## config.mk

```make
export PLATFORM = sky130hd
export DESIGN_NAME = bcd_serial_adder
export DESIGN_NICKNAME = d
export VERILOG_FILES = /design/src/rtl/bcd_serial_adder.sv
export SDC_FILE = /design/constraint.sdc
export NUM_CORES = 1
export LEC_CHECK = 0
export CORE_MARGIN = 1.5
export CORE_UTILIZATION = 50
export DETAILED_ROUTE_END_ITERATION = 7
export PLACE_DENSITY = 0.91
export SYNTH_ARGS = -nofsm -noshare
export SYNTH_HDL_FRONTEND = slang
export SYNTH_SLANG_ARGS = --single-unit
```

## constraint.sdc

```tcl
create_clock -name clk -period 3.22 [get_ports clk]
set_clock_uncertainty 0.1 [all_clocks]
set_input_delay 0.644 -clock clk [delete_from_list [all_inputs] [get_ports clk]]
set_output_delay 0.644 -clock clk [all_outputs]
set_load 0.1 [all_outputs]
```

## src/rtl/bcd_serial_adder.sv

```systemverilog
// bcd_serial_adder: digit-serial BCD adder/subtractor, LSD first,
// one decimal digit per clock with valid/ready on both sides.
module bcd_serial_adder #(
  parameter int DIGITS = 4
) (
  input  logic                  clk,
  input  logic                  rst_n,
  input  logic                  in_valid,
  output logic                  in_ready,
  input  logic [4*DIGITS-1:0]   a,
  input  logic [4*DIGITS-1:0]   b,
  input  logic                  sub,
  input  logic                  cin,
  output logic                  out_valid,
  input  logic                  out_ready,
  output logic [4*DIGITS-1:0]   sum,
  output logic                  cout,
  output logic                  error
);

  localparam int W  = 4 * DIGITS;
  localparam int CW = (DIGITS > 1) ? $clog2(DIGITS) : 1;

  typedef enum logic [1:0] {
    IDLE = 2'd0,
    RUN  = 2'd1,
    DONE = 2'd2
  } state_e;

  state_e          state_q, state_d;
  logic [W-1:0]    a_q, a_d;
  logic [W-1:0]    b_q, b_d;
  logic [W-1:0]    sum_q, sum_d;
  logic [CW-1:0]   cnt_q, cnt_d;
  logic            sub_q, sub_d;
  logic            carry_q, carry_d;
  logic            cout_q, cout_d;
  logic            err_q, err_d;

  logic            bad;
  logic [3:0]      bd;
  logic [4:0]      t;
  logic [4:0]      t6;
  logic            gt;
  logic [3:0]      dig;

  // Digit slice: nines-complement B in sub mode, then decimal correction.
  always_comb begin
    bd  = sub_q ? (4'd9 - b_q[3:0]) : b_q[3:0];
    t   = {1'b0, a_q[3:0]} + {1'b0, bd} + {4'd0, carry_q};
    t6  = t + 5'd6;
    gt  = (t > 5'd9);
    dig = gt ? t6[3:0] : t[3:0];
  end

  // Flag any non-decimal digit on the incoming operands.
  always_comb begin
    bad = 1'b0;
    for (int i = 0; i < DIGITS; i++) begin
      if (a[4*i +: 4] > 4'd9 || b[4*i +: 4] > 4'd9) bad = 1'b1;
    end
  end

  // Next-state and datapath updates for the IDLE/RUN/DONE sequencer.
  always_comb begin
    state_d = state_q;
    a_d     = a_q;
    b_d     = b_q;
    sum_d   = sum_q;
    cnt_d   = cnt_q;
    sub_d   = sub_q;
    carry_d = carry_q;
    cout_d  = cout_q;
    err_d   = err_q;
    unique case (state_q)
      IDLE: begin
        if (in_valid) begin
          a_d     = a;
          b_d     = b;
          sub_d   = sub;
          carry_d = sub ? ~cin : cin;
          cnt_d   = '0;
          if (bad) begin
            err_d   = 1'b1;
            sum_d   = '0;
            cout_d  = 1'b0;
            state_d = DONE;
          end else begin
            err_d   = 1'b0;
            state_d = RUN;
          end
        end
      end
      RUN: begin
        sum_d          = sum_q >> 4;
        sum_d[W-1 -: 4] = dig;
        a_d            = a_q >> 4;
        b_d            = b_q >> 4;
        carry_d        = gt;
        cnt_d          = cnt_q + 1'b1;
        if (cnt_q == CW'(DIGITS - 1)) begin
          cout_d  = sub_q ? ~gt : gt;
          state_d = DONE;
        end
      end
      DONE: begin
        if (out_ready) state_d = IDLE;
      end
      default: state_d = IDLE;
    endcase
  end

  // State and datapath registers; reset discards any in-flight work.
  always_ff @(posedge clk or negedge rst_n) begin
    if (!rst_n) begin
      state_q <= IDLE;
      a_q     <= '0;
      b_q     <= '0;
      sum_q   <= '0;
      cnt_q   <= '0;
      sub_q   <= 1'b0;
      carry_q <= 1'b0;
      cout_q  <= 1'b0;
      err_q   <= 1'b0;
    end else begin
      state_q <= state_d;
      a_q     <= a_d;
      b_q     <= b_d;
      sum_q   <= sum_d;
      cnt_q   <= cnt_d;
      sub_q   <= sub_d;
      carry_q <= carry_d;
      cout_q  <= cout_d;
      err_q   <= err_d;
    end
  end

  assign in_ready  = (state_q == IDLE);
  assign out_valid = (state_q == DONE);
  assign sum       = sum_q;
  assign cout      = cout_q;
  assign error     = err_q;

endmodule

```

Word level (Yosys, flattened, before mapping)
Index checks and enable logic that the tools add are counted.
{"block": "op_classes", "add_sub_neg": 5, "order_cmp": 9, "eq_ne": 7, "muxes": 29, "bitwise": 2, "reduce_logical": 11}
{"cell": "$pmux W16 S2", "n": 3}
{"cell": "$mux W16", "n": 4}
{"cell": "$gt A4 B4 Y1 const B", "n": 8}
{"cell": "$mux W1", "n": 11}
{"cell": "$mux W2", "n": 5}
{"cell": "$mux W4", "n": 2}
{"cell": "$pmux W2 S3", "n": 1}
{"cell": "$reduce_and A3 Y1", "n": 2}
{"cell": "$add A4 B4 Y5", "n": 1}
{"cell": "$add A5 B1 Y5", "n": 1}
{"cell": "$gt A5 B4 Y1 const B", "n": 1}
{"cell": "$add A4 B3 Y4 const B", "n": 1}
{"cell": "$eq A2 B2 Y1 const B", "n": 2}
{"cell": "$logic_or A1 B1 Y1", "n": 4}
{"cell": "$ne A2 B1 Y1 const B", "n": 2}
{"cell": "$ne A2 B2 Y1 const B", "n": 2}
{"cell": "$pmux W1 S2", "n": 2}
{"cell": "$pmux W2 S2", "n": 1}
{"cell": "$reduce_and A2 Y1", "n": 2}
{"cell": "$reduce_and A4 Y1", "n": 1}
{"cell": "$sub A4 B4 Y4 const A", "n": 1}
{"cell": "$add A2 B1 Y2 const B", "n": 1}
{"cell": "$eq A2 B1 Y1 const B", "n": 1}
{"cell": "$logic_not A2 Y1", "n": 1}
{"cell": "2 further kinds", "n": 3}
{"block": "word_totals", "regBits": 56, "input_bits": 38, "out_inout_bits": 20, "word_cells": 72}

Longest topological paths before layout
Gate-level depths: netlist (run 1).
{"block": "logic_depth", "depth_word": 9, "depth_mapped": 11, "ltp_nobuf": 11}

Worst setup path after synthesis (run 1)
Ideal clock, no wire load.
{"block": "synth_timing", "path_kind": "reg-to-reg", "startpoint": "reg sub_q", "endpoint": "reg sum_q[14], in the netlist sum[14]", "setup_time_ns": 0.122, "arrival_ns": 2.366, "required_ns": 2.998, "path_slack_ns": 0.632, "path_stages_with_launch": 11, "path_buffers": 0, "synth_period_minus_slack_ns": 2.588, "cell_sequence": "dfrtp_1 > xnor2_1 > fa_1 > inv_1 > fa_1 > xnor2_1 > ha_1 > a22oi_1 > a31oi_4 > mux2i_1 > a22o_1"}
{"block": "synth_via", "elab_chain_len": 6, "elab_cells_between_ends": 7, "classes_between": "add/sub (3); order compare (1); mux (3)"}
{"element": "start: declaration", "line_no": "35", "rtl": "logic sub_q, sub_d;"}
{"element": "start signal: assignment", "line_no": "131", "rtl": "sub_q <= sub_d;"}
{"element": "$mux W4 (*)", "line_no": "49", "rtl": "bd = sub_q ? (4'd9 - b_q[3:0]) : b_q[3:0];"}
{"element": "$add A4 B4 Y5 (*)", "line_no": "50", "rtl": "t = {1'b0, a_q[3:0]} + {1'b0, bd} + {4'd0, carry_q};"}
{"element": "$add A5 B1 Y5 (*)", "line_no": "50"}
{"element": "$add A4 B3 Y4 or $gt A5 B4 Y1 (tied branches)", "line_no": "51, 52"}
{"element": "$mux W4 (*)", "line_no": "53", "rtl": "dig = gt ? t6[3:0] : t[3:0];"}
{"element": "$pmux W16 S2 (*)", "line_no": "75", "rtl": "unique case (state_q)"}
{"element": "end signal: assignment", "line_no": "129", "rtl": "sum_q <= sum_d;"}
{"element": "end: declaration", "line_no": "33", "rtl": "logic [W-1:0] sum_q, sum_d;"}
Every way passes the cells marked *; elsewhere a longest branch is shown, timed or not.
A chain may end at the register's enable or synchronous reset.

Final worst setup path (run 1)
{"block": "layout_timing", "startpoint": "reg sub_q", "endpoint": "reg cout_q, in the netlist cout"}
{"block": "layout_via", "elab_chain_len": 8}
{"element": "$mux W4", "line_no": "49"}
{"element": "$add A4 B4 Y5", "line_no": "50"}
{"element": "$add A5 B1 Y5", "line_no": "50"}
{"element": "$gt A5 B4 Y1", "line_no": "52", "rtl": "gt = (t > 5'd9);"}
{"element": "$not A1 Y1", "line_no": "102", "rtl": "cout_d = sub_q ? ~gt : gt;"}
{"element": "$mux W1 (*)", "line_no": "102"}
{"element": "$mux W1 (*)", "line_no": "101", "rtl": "if (cnt_q == CW'(DIGITS - 1)) begin"}
{"element": "$pmux W1 S2 (*)", "line_no": "75"}
{"element": "end signal: assignment", "line_no": "133", "rtl": "cout_q <= cout_d;"}
{"element": "end: declaration", "line_no": "37", "rtl": "logic cout_q, cout_d;"}
Every way passes the cells marked *; elsewhere a longest branch is shown, timed or not. The select of a mux whose other input is x is not followed.

==> results of run 1 <==
[synth_stat cells]
cell       number  share of area (%)
o21ai_0        13                2.4
inv_1           9                1.3
a22oi_1         2               0.56
ha_1            6                2.8
dfrtp_1        56                 53
clkbuf_1       14                2.0
fa_1            2                1.5
a31oi_4         1               0.80
nand2_1        74                 10
mux2i_1         1               0.38
nand4_1         2               0.47
a31oi_1        25                5.9
o21a_1          1               0.28
nand2b_1        3               0.71
xor2_1          1               0.33
buf_4           1               0.28
nand3_1        11                2.1
a21o_2          2               0.66
o2111ai_1       1               0.33
a22o_1         15                4.9
buf_6           1               0.42
o211ai_1        1               0.28
or3_4           1               0.42
a21o_1          1               0.28
o221ai_1        2               0.66
buf_2           1               0.19
xnor2_1         5                1.6
o2bb2ai_1       1               0.33
nor2_1         32                4.5
and3b_1         1               0.33
[cells in the final DEF, fill, tap and decap left out, types with 2 or more instances in the layout]
cell type | Yosys | layout
fa_1 | 2 | 2
nor2_1 | 32 | 31
dfrtp_1 | 56 | 56
clkbuf_8 | 0 | 6
nand2_1 | 74 | 74
a21o_2 | 2 | 2
buf_4 | 1 | 26
nand2b_1 | 3 | 2
xnor2_1 | 5 | 5
a31oi_1 | 25 | 25
o21ai_0 | 13 | 13
a22o_1 | 15 | 15
nand4_1 | 2 | 2
nand3_1 | 11 | 11
ha_1 | 6 | 6
o221ai_1 | 2 | 2
inv_1 | 9 | 9
a22oi_1 | 2 | 2
clkdlybuf4s50_1 | 0 | 36
[registers in the layout, indices dropped and copies added, names as in the netlist]
name     count
state_q      2
carry_q      1
a_q         16
cout         1
cnt_q        2
sum         16
error        1
b_q         16
sub_q        1
[path summary, 6_finish.rpt]
path,to
max in group asynchronous,b_q[15]
min in group clk,sum[2]
worst min-delay path,sub_q
worst max-delay path,cout
worst max register to register,cout
worst min register to register,sum[2]
[cell families after synthesis]
| group | Yosys count |
|---|---|
| buffers and inverters | 26 |
| xor gates and xnor gates | 6 |
| AOI/OAI and AO/OA | 65 |
| adders and majority gates | 8 |
| and+or+nand+nor | 124 |
| DFF | 56 |
| muxes | 1 |
[through the flow]
stage / hold slack, ps / total power, mW / area (um^2) / instances
after global placement: 380.7 / 1.792 / 3234 / 402
after CTS: 367.0 / 2.231 / 3328 / 410
after floorplan: 248.4 / 1.611 / 2658 / 286
after global routing: 415.0 / 2.372 / 3328 / 410
final: 347.6 / 2.216 / 3328 / 410
after detailed placement: 385.2 / 1.838 / 3234 / 402
[where the power goes]
part | switching, mW | leakage (nW) | total [mW] | internal, mW
Sequential | 0.0884 | 0.720 | 0.920 | 0.832
Clock | 0.218 | 0.0445 | 0.393 | 0.175
Combinational | 0.514 | 0.844 | 0.902 | 0.388
Total | 0.821 | 1.61 | 2.22 | 1.39
[cell type report]
type,instances,area [um^2]
clock inverter,1,7.507
sequential,56,1401
clock buffer,7,86.33
multi-input combinational,204,1151
timing repair buffer,63,560.5
tap,70,87.58
inverter,9,33.78
fill,428,1779
[routing by layer]
metal | vias up | GRT usage [%] | part of all wire [%]
li1 | 1089 | - | -
met3 | 12 | 4.819 | 4.7
met1 | 1085 | 26.93 | 45
met5 | - | 0 | 0
met4 | 0 | 6.111 | 1.4
met2 | 70 | 34.95 | 48
==> results.yml, run 1 <==
sta:
  finalSetupTns_ps: 0
  finalCritPeriodShare_pct: 87.83
  rsz0062_at_grt: "no"
  layout_setup_ws_ps: 391.9
  setup_viol: 0
  drv_slew: 0
  worst_pin_slew_ps: 891.8
  hold_violations: 0
  slew-limit-headroom_pct: 40.55
  period_needed_ps: 2828
  max_freq_ghz: 0.3536
yosys:
  synthAdderAreaFrac_pct: 4.331
  synth_compound_gate_area_share_pct: 17.47
  postSynthAreaPerCell_um2: 9.292
  synth.ff_latch_count: 56
  synth.cell_area_um2: 2658
  yosys.area_share.simple_pct: 18.97
  ys_types: 30
  yosysSeqAreaShare_pct: 52.73
  yosys_warnings: 0
  synthMuxAreaShare_pct: 0.3766
  synthXorXnorAreaFrac_pct: 1.977
  syn_nets: 332
  synth_cells: 286
  synth_top_family_by_area: "simple AND/OR/NAND/NOR gates"
die:
  die_area_um2: 5762
  fp.dieW_um: 75.91
  rows: 26
  die_h_um: 75.91
  initial_core_util_pct: 52.03
  core-area_um2: 5107
  boundaryPins: 58
power_and_ir_drop:
  irDropWorstVdd_mv: 0.3826
  power_density_nw_per_um2: 665.7
  p_leak_nw: 1.609
global_routing:
  grt_antenna_before_repair: 0
  grt_use_total_pct: 20.78
  grt_pass1_wl_mm: 9.742
  grt_overflow: 0
  grt_start_max_net_pins: 64
  grt_pass1_vias: 2202
clocking:
  htree_levels: 2
  post_cts_buffers: 0
  clk_latency_ps: 310
  hold_buffers: 0
  clock_sinks: 56
  cts-resized-gates: 0
  cts_made_buffers: 5
  clockBufferDepth: 2
  cts_tree: "built"
  cts-root-buf: "clkbuf_8"
  path_clk_slew_ps: 100
critical_path:
  r2r_start: "sub_q"
  rr_worst_depth: 10
  crit_chain: "xnor2_1 -> fa_1 -> inv_1 -> fa_1 -> xnor2_1 -> ha_1 -> a22oi_1 -> a31oi_4 -> xor2_1 -> o21ai_0"
  critPathSlowestCell: "dfrtp_1"
  crit_cells: 10
  required_ps: 3330
  cp_top_family: "adder cells"
  rrSetupSlack_ps: 390
  crit_fanout: 6
  path_buf_inv: 1
  cp_data_arrival_time_ps: 2940
  startpoint_type: "flip-flop"
  critPathLaunch: "sub_q"
  end_kind: "flip-flop"
  slowest_delay_ps: 460
  critPathKind: "flip-flop to flip-flop"
flow_run:
  maxCapViolations: 0
place:
  dp_slack_ps: 426.7
  post-dp-hpwl_mm: 4.146
  port_buffers: 57
  place_congestion: 0.7615
detailed_routing:
  drt-initial-drc-count: 155
  drtAntennaViolNets: 0
  drt_pass1_iterations: 5
  vias_per_cell: 5.502
  drc: 0
  routed-via-count: 2256
  wl_per_cell_um: 13.76
  wl_mm: 5.641
run_status:
  status: "completed"
finish:
  fin_util_pct: 65.16
  syn_to_final_growth_pct: 25.24
  drive_gt1_share_pct: 11.76
  nNetsFinal: 385
  antenna_cells: 0
hold_path:
  hold_path.class: "primary input to asynchronous set/reset pin"
Power figures use the tool's default switching activity.
==> run 2: changes to the inputs <==
Settings changed: CTS_BUF_LIST from default to sky130_fd_sc_hd__clkbuf_4 sky130_fd_sc_hd__clkbuf_8 sky130_fd_sc_hd__clkbuf_16.
==> run 2 against run 1 <==
Combinational power hardly changed. Register-to-register slack about the same. Non-clock buffer count unchanged. Global-route usage about the same. Critical path depth unchanged. Power increased by 0.39%. Via count grew 0.49%. Cell count did not move. Count of clock-buffer cells in the layout is the same. First-iteration DRC count grew 2.6%. Wire length rose by 0.21%. Largest power group unchanged. Highest routed layer unchanged.
==> results.yml, run 2 (same netlist as run 1, synthesis figures left out) <==
detailed_routing:
  routed-via-count: 2267
  vias_per_cell: 5.529
  wl_met3_um: 307
  wl_mm: 5.653
  wl_met1_mm: 2.510
  drt-initial-drc-count: 159
  wl_met2_mm: 2.716
  drt_pass1_iterations: 6
  wl_per_cell_um: 13.79
  drc: 0
  top_layer: "met4"
  drtAntennaViolNets: 0
run_status:
  status: "completed"
power_and_ir_drop:
  seqPwrFrac_pct: 41.4
  irDropWorstVdd_mv: 0.3810
  p_leak_nw: 1.612
  pwr-share-comb_pct: 40.6
  intPower_mw: 1.403
  p_switching_mw: 0.8208
  power_density_nw_per_um2: 667.6
  p_total_mw: 2.224
  power.clock.fraction_pct: 18.1
  power.share.switching_pct: 36.90
sta:
  rsz0062_at_grt: "no"
  finalSetupTns_ps: 0
  period_needed_ps: 2833
  max_freq_ghz: 0.3530
  hold_violations: 0
  setup_viol: 0
  drv_slew: 0
  finalCritPeriodShare_pct: 87.97
  slew-limit-headroom_pct: 40.77
  worst_pin_slew_ps: 888.4
clocking:
  cts-resized-gates: 0
  clock_sinks: 56
  cts_made_buffers: 5
  htree_levels: 2
  path_clk_slew_ps: 100
  clk_latency_ps: 320
  post_cts_buffers: 0
  hold_buffers: 0
  cts-root-buf: "clkbuf_8"
  clockBufferDepth: 2
  cts_tree: "built"
critical_path:
  crit_chain: "xnor2_1 -> fa_1 -> inv_1 -> fa_1 -> xnor2_1 -> ha_1 -> a22oi_1 -> a31oi_4 -> xor2_1 -> o21ai_0"
  startpoint_type: "flip-flop"
  end_kind: "flip-flop"
  path_buf_inv: 1
  crit_fanout: 6
  cp_top_family: "adder cells"
  cp_data_arrival_time_ps: 2950
  critPathSlowestCell: "dfrtp_1"
  required_ps: 3330
  slowest_delay_ps: 460
  critPathKind: "flip-flop to flip-flop"
die:
  die_h_um: 75.91
  boundaryPins: 58
  rows: 26
  core-area_um2: 5107
  die_area_um2: 5762
  fp.dieW_um: 75.91
  initial_core_util_pct: 52.03
finish:
  final_cell_mix: "nand2_1 (74), dfrtp_1 (56), clkdlybuf4s50_1 (36), nor2_1 (31), buf_4 (26)"
  drive_gt1_share_pct: 12.06
  final_common_cell: "nand2_1"
  instances_no_fill: 410
  nNetsFinal: 385
  antenna_cells: 0
  syn_to_final_growth_pct: 25.38
global_routing:
  grt_pass1_vias: 2211
  grt_pass1_wl_mm: 9.742
  grt_start_max_net_pins: 64
  grt_use_total_pct: 20.76
  grt_antenna_before_repair: 0
  grt_overflow: 0
hold_path:
  hold_path.class: "primary input to asynchronous set/reset pin"
place:
  port_buffers: 57
  post-dp-hpwl_mm: 4.146
  place_congestion: 0.7615
  numPlacedInstances: 402
flow_run:
  maxCapViolations: 0
-- run 2: cell counts in the layout (fill, tap and decap cells not counted) --
No cell type changed its count.
-- run 2: power by group through the flow --
stage	Combinational (mW)	Sequential, mW	Clock, mW
2_1_floorplan	0.641	0.970	0
3_3_place_gp	0.865	0.928	0
3_5_place_dp	0.906	0.933	0
4_1_cts	0.909	0.920	0.410
5_1_grt	0.994	0.938	0.449
6_report	0.903	0.920	0.402
-- run 2: worst paths after layout --
check	slack [ps]	end	depth (start not counted)	startpoint
min in group clk	410	sum[2]	1	sum[2]
worst min register to register	410	sum[2]	1	sum[2]
max in group asynchronous	1930	b_q[15]	2	rst_n
worst min-delay path	350	sub_q	1	rst_n
worst max register to register	390	cout	10	sub_q
worst max-delay path	390	cout	10	sub_q
-- run 2: cell type report --
class,instances,area (um^2)
inverters,9,33.78
flip-flops and latches,56,1401
fillers,427,1775
well taps,70,87.58
clock inverters,1,7.507
clock buffers,7,90.09
multi-input cells,204,1151
repair buffers,63,560.5
-- run 2: metal layers --
layer  up-vias  track usage [%]
li1       1088                -
met5         -                0
met2        87            34.59
met3        12            4.458
met1      1080            26.93
met4         0            7.222
-- run 2: stage by stage --
stage               cell area (um^2)  worst slack, ps  hold slack (ps)  util [%]
floorplan                       2658            632.5            248.4         -
global placement                3234            496.3            380.7     63.33
detailed placement              3234            426.7            385.2     63.33
CTS                             3332            398.1            367.1     65.24
global route                    3332            175.4            415.0     65.24
finish                          3332            387.4            346.4     65.24
==> run 3: changes to the inputs <==
Clock period 3.22 ns to 3 ns, I/O delays scaled along.
==> run 3 against run 2 <==
Clock power up 25%. Final area up 1.2%. Die area stayed put. Critical path depth stayed put. First-iteration DRC count decreased by 40%. Power rose by 12%. Via count is 1.3% higher. Largest cell class unchanged. Highest routed layer unchanged.
==> results.yml, run 3 (same netlist as run 1, synthesis figures left out) <==
run_status:
  status: "completed"
detailed_routing:
  routed-via-count: 2296
  drt_pass1_iterations: 4
  vias_per_cell: 5.559
  drc: 0
  drtAntennaViolNets: 0
  wl_mm: 6.004
  drt-initial-drc-count: 95
  wl_per_cell_um: 14.54
global_routing:
  grt_overflow: 0
  met1_usage_pct: 28.99
  grt-busiest-layer: "met2"
  grt_start_max_net_pins: 64
  use_met3_pct: 4.578
  grt_pass1_wl_mm: 10.19
  grt_use_met2_pct: 35.95
  grt_use_total_pct: 21.93
  grt_pass1_vias: 2231
  grt_antenna_before_repair: 0
die:
  fp.dieW_um: 75.91
  boundaryPins: 58
  die_area_um2: 5762
  core-area_um2: 5107
  initial_core_util_pct: 52.03
  rows: 26
  die_h_um: 75.91
finish:
  final_area_um2: 3373
  final_cell_mix: "nand2_1 (74), dfrtp_1 (56), clkdlybuf4s50_1 (36), nor2_1 (31), buf_4 (29)"
  drive_gt1_share_pct: 12.83
  fin_util_pct: 66.05
  final_common_cell: "nand2_1"
  antenna_cells: 0
  nNetsFinal: 388
  syn_to_final_growth_pct: 26.93
critical_path:
  crit_fanout: 6
  critPathKind: "flip-flop to flip-flop"
  end_kind: "flip-flop"
  required_ps: 3110
  startpoint_type: "flip-flop"
  cp_data_arrival_time_ps: 2930
clocking:
  path_clk_slew_ps: 100
  post_cts_buffers: 0
  cts_tree: "built"
  htree_levels: 2
  hold_buffers: 0
  cts_made_buffers: 5
  clk_latency_ps: 310
  cts-root-buf: "clkbuf_8"
  clockBufferDepth: 2
  clock_sinks: 56
  cts-resized-gates: 0
power_and_ir_drop:
  p_leak_nw: 1.638
  irDropWorstVdd_mv: 0.3657
  power_density_nw_per_um2: 737.1
place:
  post-dp-hpwl_mm: 4.420
  dp_slack_ps: 209.8
  place_congestion: 0.7957
  post_dp_cell_area_um2: 3257
  port_buffers: 57
sta:
  period_needed_ps: 2813
  drv_slew: 0
  hold_violations: 0
  finalCritPeriodShare_pct: 93.76
  max_freq_ghz: 0.3555
  slew-limit-headroom_pct: 51.87
  finalSetupTns_ps: 0
  layout_setup_ws_ps: 187.3
  rsz0062_at_grt: "no"
  worst_pin_slew_ps: 721.9
  setup_viol: 0
hold_path:
  hold_path.class: "primary input to asynchronous set/reset pin"
flow_run:
  maxCapViolations: 0
## run 3: path summary, 6_finish.rpt
check                      start      end  slack, ps  depth (start not counted)
max                        sub_q  sum[14]        190                         10
min                        rst_n   sum[9]        230                          1
max reg2reg                sub_q  sum[14]        190                         10
min reg2reg                error    error        400                          2
max in group asynchronous  rst_n   b_q[2]       1910                          2
min in group clk           error    error        400                          2
## run 3: stage by stage
step | power, mW | hold WS [ps] | std cells
finish | 2.486 | 228.0 | 413
detailed placement | 1.997 | 386.4 | 405
CTS | 2.493 | 244.2 | 413
global placement | 1.921 | 375.5 | 405
floorplan | 1.729 | 204.4 | 286
global route | 2.636 | 264.5 | 413
## run 3: worst max-delay path, cell delays in order, from the launching register on
cell and delay [ps]:
dfrtp_1 460, xnor2_1 210, fa_1 210, inv_1 60, fa_1 390, xnor2_1 180
ha_1 230, a22oi_1 350, a31oi_4 170, mux2i_1 170, a22o_1 190
## run 3: report_power, final
part	leakage [nW]	internal, mW	switching (mW)
clock network	0.0583	0.252	0.249
logic	0.859	0.420	0.575
registers	0.720	0.893	0.0979
total	1.64	1.56	0.922
## run 3: metal layers
metal	routed length, um	part of all wire, %
met1	2531	42
met2	2998	50
met3	339	5.6
met4	135	2.2
met5	0	0
## run 3: cell type report
class,instances,area [um^2]
clock buffers,5,68.82
fillers,403,1734
clock inverters,3,47.55
flip-flops and latches,56,1401
repair buffers,66,583.1
well taps,70,87.58
inverters,9,33.78
multi-input cells,204,1151
